**src/rtl/rv32i_mc_sequencer_if.sv**
```systemverilog
// Handshake and control bundle between the multi-cycle sequencer,
// the instruction register and the instruction/data memories.
interface rv32i_mc_sequencer_if;
    logic [6:0]  ir_opcode;
    logic        imem_ready;
    logic        dmem_ready;
    logic        imem_req;
    logic        ir_load;
    logic        dmem_req;
    logic        dmem_we;
    logic        reg_write_en;
    logic        pc_en;
    logic        trap;
    logic [1:0]  trap_cause;
    logic [2:0]  state;
    logic [31:0] instret;

    modport master (
        input  ir_opcode, imem_ready, dmem_ready,
        output imem_req, ir_load, dmem_req, dmem_we,
        output reg_write_en, pc_en, trap, trap_cause,
        output state, instret
    );

    modport slave (
        output ir_opcode, imem_ready, dmem_ready,
        input  imem_req, ir_load, dmem_req, dmem_we,
        input  reg_write_en, pc_en, trap, trap_cause,
        input  state, instret
    );
endinterface

```
**src/rtl/rv32i_mc_sequencer.sv**
```systemverilog
// RV32I multi-cycle control sequencer: FETCH/DECODE/EXECUTE/MEM/WB
// with req/ready memory handshakes, sticky trap and retired counter.
module rv32i_mc_sequencer #(
    parameter int unsigned MEM_TIMEOUT = 16
) (
    input  logic clk,
    input  logic reset,
    rv32i_mc_sequencer_if.master bus
);
    typedef enum logic [2:0] {
        FETCH   = 3'd0,
        DECODE  = 3'd1,
        EXECUTE = 3'd2,
        MEM     = 3'd3,
        WB      = 3'd4,
        TRAP    = 3'd7
    } state_t;

    typedef enum logic [1:0] {
        CL_ALU, CL_LOAD, CL_STORE, CL_BRANCH
    } cls_t;

    localparam logic [7:0] WAIT_LAST = 8'(MEM_TIMEOUT - 1);

    state_t      state_q, state_d;
    cls_t        cls_q, op_cls;
    logic        op_legal;
    logic [1:0]  cause_q, cause_d;
    logic [7:0]  wait_q, wait_d;
    logic [31:0] instret_q;
    logic        imem_req, dmem_req, dmem_we;
    logic        ir_load, pc_en, reg_write_en;

    always_comb begin
        op_legal = 1'b1;
        op_cls   = CL_ALU;
        case (bus.ir_opcode)
            7'b0110011: op_cls = CL_ALU;
            7'b0010011: op_cls = CL_ALU;
            7'b0000011: op_cls = CL_LOAD;
            7'b0100011: op_cls = CL_STORE;
            7'b1100011: op_cls = CL_BRANCH;
            7'b0110111: op_cls = CL_ALU;
            7'b0010111: op_cls = CL_ALU;
            7'b1101111: op_cls = CL_ALU;
            7'b1100111: op_cls = CL_ALU;
            default:    op_legal = 1'b0;
        endcase
    end

    always_comb begin
        state_d      = state_q;
        cause_d      = cause_q;
        imem_req     = 1'b0;
        dmem_req     = 1'b0;
        dmem_we      = 1'b0;
        ir_load      = 1'b0;
        pc_en        = 1'b0;
        reg_write_en = 1'b0;
        case (state_q)
            FETCH: begin
                imem_req = 1'b1;
                if (bus.imem_ready) begin
                    ir_load = 1'b1;
                    state_d = DECODE;
                end else if (wait_q == WAIT_LAST) begin
                    state_d = TRAP;
                    cause_d = 2'b10;
                end
            end
            DECODE: begin
                if (op_legal) begin
                    state_d = EXECUTE;
                end else begin
                    state_d = TRAP;
                    cause_d = 2'b01;
                end
            end
            EXECUTE: begin
                case (cls_q)
                    CL_LOAD, CL_STORE: state_d = MEM;
                    CL_BRANCH: begin
                        pc_en   = 1'b1;
                        state_d = FETCH;
                    end
                    default: state_d = WB;
                endcase
            end
            MEM: begin
                dmem_req = 1'b1;
                dmem_we  = (cls_q == CL_STORE);
                if (bus.dmem_ready) begin
                    if (cls_q == CL_STORE) begin
                        pc_en   = 1'b1;
                        state_d = FETCH;
                    end else begin
                        state_d = WB;
                    end
                end else if (wait_q == WAIT_LAST) begin
                    state_d = TRAP;
                    cause_d = 2'b11;
                end
            end
            WB: begin
                reg_write_en = 1'b1;
                pc_en        = 1'b1;
                state_d      = FETCH;
            end
            TRAP:    state_d = TRAP;
            default: state_d = FETCH;
        endcase
    end

    // Counter restarts on every state change, so FETCH/MEM entry clears it.
    always_comb begin
        wait_d = 8'd0;
        if (state_d == state_q &&
            ((imem_req && !bus.imem_ready) ||
             (dmem_req && !bus.dmem_ready)))
            wait_d = wait_q + 8'd1;
    end

    always_ff @(posedge clk) begin
        if (reset) begin
            state_q   <= FETCH;
            cls_q     <= CL_ALU;
            cause_q   <= 2'b00;
            wait_q    <= 8'd0;
            instret_q <= 32'd0;
        end else begin
            state_q <= state_d;
            cause_q <= cause_d;
            wait_q  <= wait_d;
            if (state_q == DECODE)
                cls_q <= op_cls;
            if (pc_en)
                instret_q <= instret_q + 32'd1;
        end
    end

    // Outputs are held quiet while reset is asserted.
    assign bus.imem_req     = imem_req & ~reset;
    assign bus.dmem_req     = dmem_req & ~reset;
    assign bus.dmem_we      = dmem_we & ~reset;
    assign bus.ir_load      = ir_load & ~reset;
    assign bus.pc_en        = pc_en & ~reset;
    assign bus.reg_write_en = reg_write_en & ~reset;
    assign bus.trap         = (state_q == TRAP);
    assign bus.trap_cause   = cause_q;
    assign bus.state        = state_q;
    assign bus.instret      = instret_q;
endmodule

```
**src/flat_wrapper.sv**
```systemverilog
// flat-port wrapper written by rule: the top's interface ports become plain ports
module rv32i_mc_sequencer_flat 
#(
    parameter int unsigned MEM_TIMEOUT = 16
)
  (clk, reset, bus_ir_opcode, bus_imem_ready, bus_dmem_ready, bus_imem_req, bus_ir_load, bus_dmem_req, bus_dmem_we, bus_reg_write_en, bus_pc_en, bus_trap, bus_trap_cause, bus_state, bus_instret);
  rv32i_mc_sequencer_if bus_i ();
  input  logic clk;
  input  logic reset;
  input wire logic [$bits(bus_i.ir_opcode)-1:0] bus_ir_opcode;
  input wire logic [$bits(bus_i.imem_ready)-1:0] bus_imem_ready;
  input wire logic [$bits(bus_i.dmem_ready)-1:0] bus_dmem_ready;
  output wire logic [$bits(bus_i.imem_req)-1:0] bus_imem_req;
  output wire logic [$bits(bus_i.ir_load)-1:0] bus_ir_load;
  output wire logic [$bits(bus_i.dmem_req)-1:0] bus_dmem_req;
  output wire logic [$bits(bus_i.dmem_we)-1:0] bus_dmem_we;
  output wire logic [$bits(bus_i.reg_write_en)-1:0] bus_reg_write_en;
  output wire logic [$bits(bus_i.pc_en)-1:0] bus_pc_en;
  output wire logic [$bits(bus_i.trap)-1:0] bus_trap;
  output wire logic [$bits(bus_i.trap_cause)-1:0] bus_trap_cause;
  output wire logic [$bits(bus_i.state)-1:0] bus_state;
  output wire logic [$bits(bus_i.instret)-1:0] bus_instret;
  assign bus_i.ir_opcode = bus_ir_opcode;
  assign bus_i.imem_ready = bus_imem_ready;
  assign bus_i.dmem_ready = bus_dmem_ready;
  assign bus_imem_req = bus_i.imem_req;
  assign bus_ir_load = bus_i.ir_load;
  assign bus_dmem_req = bus_i.dmem_req;
  assign bus_dmem_we = bus_i.dmem_we;
  assign bus_reg_write_en = bus_i.reg_write_en;
  assign bus_pc_en = bus_i.pc_en;
  assign bus_trap = bus_i.trap;
  assign bus_trap_cause = bus_i.trap_cause;
  assign bus_state = bus_i.state;
  assign bus_instret = bus_i.instret;
  rv32i_mc_sequencer #(.MEM_TIMEOUT(MEM_TIMEOUT)) u_core (.clk(clk), .reset(reset), .bus(bus_i));
endmodule
```
**config.mk**
```make
export PLATFORM = sky130hd
export DESIGN_NAME = rv32i_mc_sequencer_flat
export DESIGN_NICKNAME = d
export VERILOG_FILES = /design/src/rtl/rv32i_mc_sequencer_if.sv /design/src/rtl/rv32i_mc_sequencer.sv /design/src/flat_wrapper.sv
export SDC_FILE = /design/constraint.sdc
export NUM_CORES = 1
export LEC_CHECK = 0
export BUFFER_PORTS_ARGS = -buffer_cell sky130_fd_sc_hd__clkbuf_2
export CAP_MARGIN = 30
export CORE_ASPECT_RATIO = 1.2
export CORE_MARGIN = 5
export CORE_UTILIZATION = 50
export CTS_BUF_LIST = sky130_fd_sc_hd__clkbuf_4 sky130_fd_sc_hd__clkbuf_8
export DETAILED_ROUTE_END_ITERATION = 10
export PLACE_DENSITY = 0.74
export REMOVE_ABC_BUFFERS = 1
export SYNTH_ARGS = -nofsm -noshare
export SYNTH_HDL_FRONTEND = slang
export SYNTH_SLANG_ARGS = --single-unit
```
**constraint.sdc**
```tcl
create_clock -name clk -period 1.8 [get_ports clk]
set_input_delay 0.09 -clock clk [delete_from_list [all_inputs] [get_ports clk]]
set_output_delay 0.09 -clock clk [all_outputs]
set_load 0.02 [all_outputs]
```
## Yosys cells after proc, flatten, opt, wreduce, memory -nomap -nowiden

Cells that the tools add are included.

- Word-level logic and storage cells: 76
- Input bits: 11
- Bits in registers: 47

- Equality and inequality tests: 24
- Reduce and logical (&&, ||, !) cells: 12
- Add/sub/neg operators: 2
- Bitwise operators: 8
- Muxes and demuxes: 25

Operators by type and width:

| kind | count |
|---|---|
| adder 32 x 1 -> 32 bit (second input constant) | 1 |
| equality test 7 x 6 -> 1 bit (second input constant) | 3 |
| equality test 7 bit (second input constant) | 3 |
| 2-to-1 mux 3 bit | 5 |
| case mux 3 bit (5 select lines) | 1 |
| equality test 7 x 5 -> 1 bit (second input constant) | 2 |
| case mux 2 bit (3 select lines) | 2 |
| 2-to-1 mux 1 bit | 10 |
| 2-to-1 mux 2 bit | 5 |
| OR reduction 9 bit | 1 |
| adder 8 x 1 -> 8 bit (second input constant) | 1 |
| equality test 8 x 4 -> 1 bit (second input constant) | 1 |
| equality test 7 x 2 -> 1 bit (second input constant) | 1 |
| AND 1 bit | 6 |
| equality test 3 x 2 -> 1 bit (second input constant) | 2 |
| equality test 3 bit (second input constant) | 2 |
| inequality test 2 bit (second input constant) | 3 |
| case mux 3 bit (2 select lines) | 1 |
| AND reduction 6 bit | 1 |
| equality test 2 bit (second input constant) | 2 |
| inequality test 2 x 1 -> 1 bit (second input constant) | 2 |
| OR reduction 2 bit | 2 |
| equality test 3 x 1 -> 1 bit (second input constant) | 1 |
| equality test 3 bit | 1 |
| 8 further kinds | 12 |

## Depth between registers and ports, before layout

Gate-level depths: netlist of run 1.

- Depth after elaboration: 9
- Depth in mapped cells: 7

## Least setup slack after synthesis of run 1

No wires, ideal clock.

- Kind: reg2out
- Start: register u_core.state_q[0], in the netlist u_core.bus.state[0]
- End: output bus_ir_load
- Stages on the path, launching flop included: 5
- Path buffers: 2
- Arrival: 1.821 ns
- Setup slack: -0.111 ns
- Cell sequence: dfxtp_1 > buf_2 > buf_2 > nor4_1 > and2_1

- Longest elaborated chain between the ends: 3

RTL lines:

| item | line | RTL |
|---|---|---|
| from (decl) | rv32i_mc_sequencer.sv:25 | `state_t state_q, state_d;` |
| from (signal assigned) | rv32i_mc_sequencer.sv:131 | `state_q <= state_d;` |
| logical NOT 3 bit | rv32i_mc_sequencer.sv:60 | `case (state_q)` |
| 2-to-1 mux 1 bit | rv32i_mc_sequencer.sv:60 |  |
| AND 1 bit | rv32i_mc_sequencer.sv:145 | `assign bus.ir_load = ir_load & ~reset;` |
| to (decl) | flat_wrapper.sv:14 | `output wire logic [$bits(bus_i.ir_load)-1:0] bus_ir_load;` |

No other way between the ends.

## Final worst setup path of run 1

- Start: register u_core.cls_q[1]
- End: output bus_pc_en

- Longest elaborated chain between the ends: 5
- Elaborated cells on any way between the ends: 7
- Classes of those cells: eq/ne (2); mux (4); bitwise (1)

RTL lines:

| item | line | RTL |
|---|---|---|
| from (decl) | rv32i_mc_sequencer.sv:26 | `cls_t cls_q, op_cls;` |
| from (signal assigned) | rv32i_mc_sequencer.sv:135 | `cls_q <= op_cls;` |
| equality test 2 bit | rv32i_mc_sequencer.sv:93 | `if (cls_q == CL_STORE) begin` |
| 2-to-1 mux 1 bit | rv32i_mc_sequencer.sv:93 |  |
| 2-to-1 mux 1 bit | rv32i_mc_sequencer.sv:92 | `if (bus.dmem_ready) begin` |
| case mux 1 bit (3 select lines) * | rv32i_mc_sequencer.sv:60 |  |
| AND 1 bit * | rv32i_mc_sequencer.sv:146 | `assign bus.pc_en = pc_en & ~reset;` |
| to (decl) | flat_wrapper.sv:18 | `output wire logic [$bits(bus_i.pc_en)-1:0] bus_pc_en;` |

Mark *: on every way between the ends. The rest lies on a longest branch, timed or not.

==> impl_metrics.py, run 1 <==
metrics = {
    "power_and_ir_drop": {
        "power.density_nw_per_um2": 1010,
        "swShare_pct": 36.9,
        "power.switching_w": 0.00124,
        "power_frac_comb_pct": 41.4,
        "power.leakage_nw": 1.38,
        "vdd_drop_max_uv": 760,
        "fin_total_pwr_w": 0.00335,
        "clock_power_share_pct": 22.9,
        "internal-power_w": 0.00212,
        "seq_power_share_pct": 35.7,
    },
    "critical_path": {
        "r2r_slack_ps": 20,
        "crit_required_ps": 1710,
        "r2r_start": "u_core.bus.state[1]",
        "crit_arrival_ps": 1700,
        "reg2reg_depth": 7,
        "start_kind": "flip-flop",
        "crit_type": "flip-flop to output port",
        "cp-end-kind": "output port",
        "crit_path_start": "u_core.cls_q[1]",
        "crit_fanout": 10,
        "r2r-end": "u_core.bus.instret[26]",
    },
    "detailed_routing": {
        "drt-initial-drc-count": 134,
        "routed-via-count": 2323,
        "ant_nets": 0,
        "wl_um": 6370,
        "drc": 0,
        "first_pass_iters": 5,
        "vias_per_cell": 5.52,
        "wl_per_cell_um": 15.1,
    },
    "hold_path": {
        "min_to": "u_core.cls_q[1]",
        "min_from": "bus_ir_opcode[5]",
        "min_path_cells": 3,
        "worstHoldPathType": "input pin to flip-flop",
    },
    "cts": {
        "h-tree-depth": 2,
        "clockBufferDepth": 2,
        "cts_sinks": 47,
        "path_clk_slew_ps": 80,
        "clock-root-buffer": "clkbuf_8",
        "insertion_delay_ps": 300,
        "ctsHoldBuffers": 0,
        "cts_inserted_buffers": 5,
        "cts_tree": "done",
    },
    "sta": {
        "slew_violations": 0,
        "finClkSkew_ps": 5.33,
        "post-route-period-util_pct": 99.6,
        "rsz0062_at_grt": "true",
        "finalSetupViolations": 0,
        "fin_ws_ps": 7.09,
        "slew_headroom_pct": 71.5,
        "period_needed_ps": 1790,
        "worst_pin_slew_ps": 422,
        "hold_viol_final": 0,
        "fmax_mhz": 558,
    },
    "placement": {
        "gp_congestion": 0.829,
        "dp_slack_ps": -6.12,
        "dpl.hpwl_um": 4170,
        "io_buffers": 54,
        "dp_cells": 408,
    },
    "logic_synthesis": {
        "synth_area_per_cell_sq_um": 8.82,
        "yosysTopAreaCell": "dfxtp_1",
        "synth.area.top_cells": "dfxtp_1 (38%), xnor2_1 (12%), nor2_1 (7.2%)",
        "postSynth.asyncResetShare_pct": 0,
        "synth-edff-count": 0,
        "syn_inst": 282,
        "synth_xor_area_share_pct": 12.7,
        "muxShareOfSynthArea_pct": 0.805,
        "yosysWarnings": 0,
        "synth_top_family_by_area": "simple AND/OR/NAND/NOR gates",
        "synth_commonest_cells": "nor2_1 (48), dfxtp_1 (47), xnor2_1 (33), nand2_1 (16), nor3_1 (13)",
        "yosys_most_used_dff": "dfxtp_1",
        "yosysSeqAreaShare_pct": 37.8,
        "ys_seq_elements": 47,
        "synth-simple-area-share_pct": 32.7,
        "netlist.area_leader.share_pct": 37.8,
        "synth_adder_area_share_pct": 2.52,
        "ys_types": 46,
        "yosysMostFrequentCell": "nor2_1",
        "synth-compound-area-share_pct": 9.31,
        "syn_area_sq_um": 2490,
    },
    "global_routing": {
        "antenna_found_initial": 0,
        "grt_pass1_wl_um": 9450,
        "grt_pass1_vias": 2103,
        "grt_max_degree": 37,
        "gr-usage-all-layers_pct": 18.4,
        "gr-total-overflow": 0,
    },
    "floorplan": {
        "start_util_pct": 51.1,
        "fp.dieH_um": 87.2,
        "dieWidth_um": 74.4,
        "core_area_sq_um": 4870,
        "io_pins": 55,
        "dieArea_sq_um": 6490,
        "rows": 28,
    },
    "final_layout": {
        "diodes": 0,
        "drive_gt1_share_pct": 36.0,
        "fillers": 385,
        "area_delta_synth_final_pct": 34.0,
        "final_cells": 421,
        "nets": 377,
    },
    "run": {
        "maxCapViolCount": 0,
    },
    "outcome": {
        "status": "complete, no violations",
    },
}
-- how the worst max path moves through the flow --
stage                                          end  slack, ps  cells past startpoint
after floorplan             u_core.bus.instret[12]      -1160                      5
after global placement    u_core.bus.trap_cause[1]         60                      5
after detailed placement     u_core.bus.instret[9]         -6                      6
after CTS                                bus_pc_en        -30                      6
after global routing        u_core.bus.instret[26]       -170                      6
final                                    bus_pc_en          7                      6
-- metrics by stage --
step | TNS (ps) | hold slack (ps) | utilization (%) | cell area [sq um]
2_1_floorplan | -36500 | 155 | - | 2420
5_1_grt | -962 | 88.3 | 68.4 | 3330
4_1_cts | -32.8 | 77.2 | 63.7 | 3100
3_3_place_gp | 0 | 387 | 61.4 | 2990
6_report | 0 | 73.7 | 68.4 | 3330
3_5_place_dp | -6.12 | 390 | 61.4 | 2990
-- layout make-up --
| class | instances | area, sq um | area share [%] |
|---|---|---|---|
| inverter | 11 | 41.3 | 1.24 |
| multi-input combinational | 211 | 1580 | 47.3 |
| tap | 60 | 75.1 | 2.25 |
| timing repair buffer | 85 | 578 | 17.4 |
| clock inverter | 1 | 30.0 | 0.902 |
| clock buffer | 6 | 76.3 | 2.29 |
| sequential | 47 | 953 | 28.6 |
-- power by group through the flow --
| stage | registers, W | logic, W | clock network [W] |
|---|---|---|---|
| global route | 0.00122 | 0.00148 | 0.000836 |
| CTS | 0.00119 | 0.00113 | 0.000777 |
| floorplan | 0.00135 | 0.000550 | 0 |
| finish | 0.00120 | 0.00139 | 0.000767 |
| detailed placement | 0.00121 | 0.00111 | 0 |
| global placement | 0.00121 | 0.00111 | 0 |
-- flip-flops by register name (all words and copies together), names as in the netlist --
signal and count:
u_core.wait_q 8, u_core.bus.trap_cause 2, u_core.cls_q 2, u_core.bus.instret 32
u_core.bus.state 3
-- critical path: stages, from the launching register on --
cell and delay [ps]:
dfxtp_4 370, ha_4 140, and4bb_2 230, a211oi_4 270, buf_12 180, nor2_1 40, clkbuf_2 160
-- cell families after synthesis --
group	Yosys count
buffers and inverters	24
flip-flops	47
multiplexers	2
AND/OR/NAND/NOR	139
adder cells (fa/ha/maj)	5
XOR/XNOR	36
AO/OA/AOI/OAI	29
-- cells in the final DEF (no fill, tap or decap), drive strengths merged --
master	Yosys	final
or2	1	1
and4bb	1	1
nor4	10	10
a22oi	3	3
mux2i	2	2
and4	6	6
ha	5	5
xor2	3	3
and2	2	2
nand3	9	9
a211oi	6	6
a21oi	6	6
clkbuf	5	61
o31ai	2	2
a221oi	1	1
nor4b	7	7
nand4	7	7
o21ai	8	8
or4	1	1
or3b	1	1
a41oi	1	1
and4b	1	1
dfxtp	47	47
bufinv	0	1
nor2	48	48
inv	11	11
a2bb2oi	1	1
nand2	16	16
nand2b	1	1
buf	8	30
nor3b	6	6
xnor2	33	33
nor3	14	14
or3	3	3
nor2b	2	2
and3	3	3
a2111oi	1	1
-- metal layers --
| metal | vias up | share of wire, % | track usage (%) | wire length (um) |
|---|---|---|---|---|
| met5 | - | 0 | 0 | 0 |
| met4 | 0 | 2.2 | 6.80 | 140 |
| met3 | 12 | 5.5 | 4.04 | 349 |
| met2 | 49 | 50 | 30.5 | 3180 |
| met1 | 1114 | 42 | 23.2 | 2700 |
| li1 | 1148 | - | - | - |
-- what timing repair did --
item	CTS	global route
buffers inserted	0	4
cloned	0	2
resized for setup	1	26
pin swaps	0	8
endpoints found under the setup margin	3	25
endpoints found under the hold margin	0	0
Power figures use the tool's default switching activity.
==> run 2, diff against run 1 <==
CORE_UTILIZATION = 56   (was 50)
PLACE_DENSITY = 0.82   (was 0.74)
==> impl_metrics.py, run 2 (same netlist as run 1, synthesis figures left out) <==
metrics = {
    "outcome": {
        "status": "finished, violations left",
        "violations": "setup timing",
    },
    "detailed_routing": {
        "drc": 0,
        "first_pass_iters": 4,
        "wl_per_cell_um": 13.6,
        "ant_nets": 0,
        "routed-via-count": 2265,
        "drt-initial-drc-count": 111,
        "vias_per_cell": 5.50,
        "wl_um": 5600,
    },
    "sta": {
        "fin_setup_tns_ps": -5.76,
        "finClkSkew_ps": 5.20,
        "post-route-period-util_pct": 100,
        "period_needed_ps": 1810,
        "fin_ws_ps": -5.76,
        "slew_violations": 0,
        "slew_headroom_pct": 73.2,
        "finalSetupViolations": 1,
        "fmax_mhz": 554,
        "rsz0062_at_grt": "true",
        "hold_viol_final": 0,
        "worst_pin_slew_ps": 397,
    },
    "final_layout": {
        "diodes": 0,
        "drive_gt1_share_pct": 34.3,
        "multiInputGateArea_sq_um": 1490,
        "seq_area_sq_um": 946,
        "layout_commonest_cell": "clkbuf_2",
        "fillers": 329,
        "design_area_sq_um": 3160,
        "final_cell_mix": "clkbuf_2 (53), nor2_1 (48), dfxtp_1 (43)",
        "area_delta_synth_final_pct": 26.9,
        "largest_reg_flops": 32,
        "nets": 371,
    },
    "cts": {
        "post_cts_buffers": 0,
        "cts_sinks": 47,
        "cts_tree": "done",
        "insertion_delay_ps": 300,
        "h-tree-depth": 2,
        "cts_inserted_buffers": 5,
        "clock-root-buffer": "clkbuf_8",
        "clockBufferDepth": 2,
        "path_clk_slew_ps": 80,
    },
    "global_routing": {
        "antenna_found_initial": 0,
        "gr-total-overflow": 0,
        "gr-usage-all-layers_pct": 18.8,
        "grt_max_degree": 36,
        "grt_pass1_wl_um": 9400,
        "grt_pass1_vias": 2149,
    },
    "run": {
        "maxCapViolCount": 0,
    },
    "floorplan": {
        "rows": 26,
        "fp.dieH_um": 83.0,
        "start_util_pct": 57.9,
        "core_area_sq_um": 4290,
        "dieWidth_um": 70.8,
        "io_pins": 55,
        "dieArea_sq_um": 5880,
    },
    "critical_path": {
        "r2r_slack_ps": 50,
        "crit_required_ps": 1710,
        "crit_type": "flip-flop to output port",
        "crit_arrival_ps": 1720,
        "critical_path.top_delay_family": "buffers and inverters",
        "cp_cell_sequence": "ha_1, and4bb_2, a211oi_4, buf_12, nor2_1, buf_2",
        "start_kind": "flip-flop",
        "max_stage_delay_ps": 330,
        "cp_slowest_cell": "dfxtp_2",
        "r2r-end": "u_core.bus.state[2]",
        "r2r_start": "u_core.wait_q[5]",
        "path_buf_inv": 2,
        "cp.depth": 6,
        "reg2reg_depth": 5,
        "crit_path_start": "u_core.cls_q[0]",
        "endpoint": "bus_pc_en",
        "crit_fanout": 35,
        "cp-end-kind": "output port",
    },
    "power_and_ir_drop": {
        "power.leakage_nw": 1.23,
        "power.density_nw_per_um2": 1020,
        "vdd_drop_max_uv": 560,
    },
    "placement": {
        "dpl.hpwl_um": 4070,
        "placed_cell_area_sq_um": 2970,
        "gp_congestion": 0.909,
        "io_buffers": 54,
    },
    "hold_path": {
        "worstHoldPathType": "input pin to flip-flop",
    },
}
[run 2: power by group]
part / switching (W) / internal, W
Sequential: 0.0000615 / 0.00111
Clock: 0.000351 / 0.000570
Combinational: 0.000710 / 0.000419
[run 2: worst min path at each step]
stage | from | to | slack (ps) | cells past startpoint
detailed placement | bus_ir_opcode[5] | u_core.cls_q[1] | 390 | 3
global route | reset | u_core.bus.trap_cause[0] | 70 | 2
global placement | bus_ir_opcode[5] | u_core.cls_q[1] | 380 | 3
CTS | reset | u_core.bus.trap_cause[0] | 70 | 2
finish | reset | u_core.bus.trap_cause[0] | 70 | 2
floorplan | reset | u_core.bus.trap_cause[0] | 150 | 1
[run 2: through the flow]
step | hold WS (ps) | total power [W] | util, % | setup WS [ps] | cells
after floorplan | 155 | 0.00190 | - | -1160 | 269
after global placement | 381 | 0.00226 | 69.2 | 76.5 | 404
after detailed placement | 387 | 0.00228 | 69.2 | 15.3 | 404
after CTS | 72.5 | 0.00319 | 72.4 | -20.0 | 412
after global routing | 69.8 | 0.00338 | 73.5 | -90.9 | 412
final | 71.0 | 0.00322 | 73.5 | -5.76 | 412
[run 2: metal layers]
| layer | GRT usage [%] | up-vias | wire length, um | share of wire, % |
|---|---|---|---|---|
| li1 | - | 1137 | - | - |
| met1 | 23.2 | 1068 | 2470 | 44 |
| met2 | 32.7 | 49 | 2810 | 50 |
| met3 | 4.11 | 11 | 226 | 4.0 |
| met4 | 4.79 | 0 | 90 | 1.6 |
| met5 | 0 | - | 0 | 0 |
[run 2: timing repair]
| item | in CTS | in global routing |
|---|---|---|
| hold buffers | 0 | 0 |
| resized for setup | 0 | 13 |
| pin swaps | 0 | 2 |
| endpoints found under the setup margin | 2 | 25 |
[run 2: final cells by class]
class | instances | area share (%)
clock buffer | 6 | 2.42
clock inverter | 2 | 1.90
inverter | 11 | 1.31
multi-input combinational | 211 | 47.3
sequential | 47 | 30.0
tap | 56 | 2.22
timing repair buffer | 79 | 14.9
[run 2: worst register-to-register path, stage by stage (launching register included)]
cell      delay, ps
dfxtp_2         350
or4_4           530
or2_4           270
nor3_2          220
nor2_1           80
a221oi_2        230
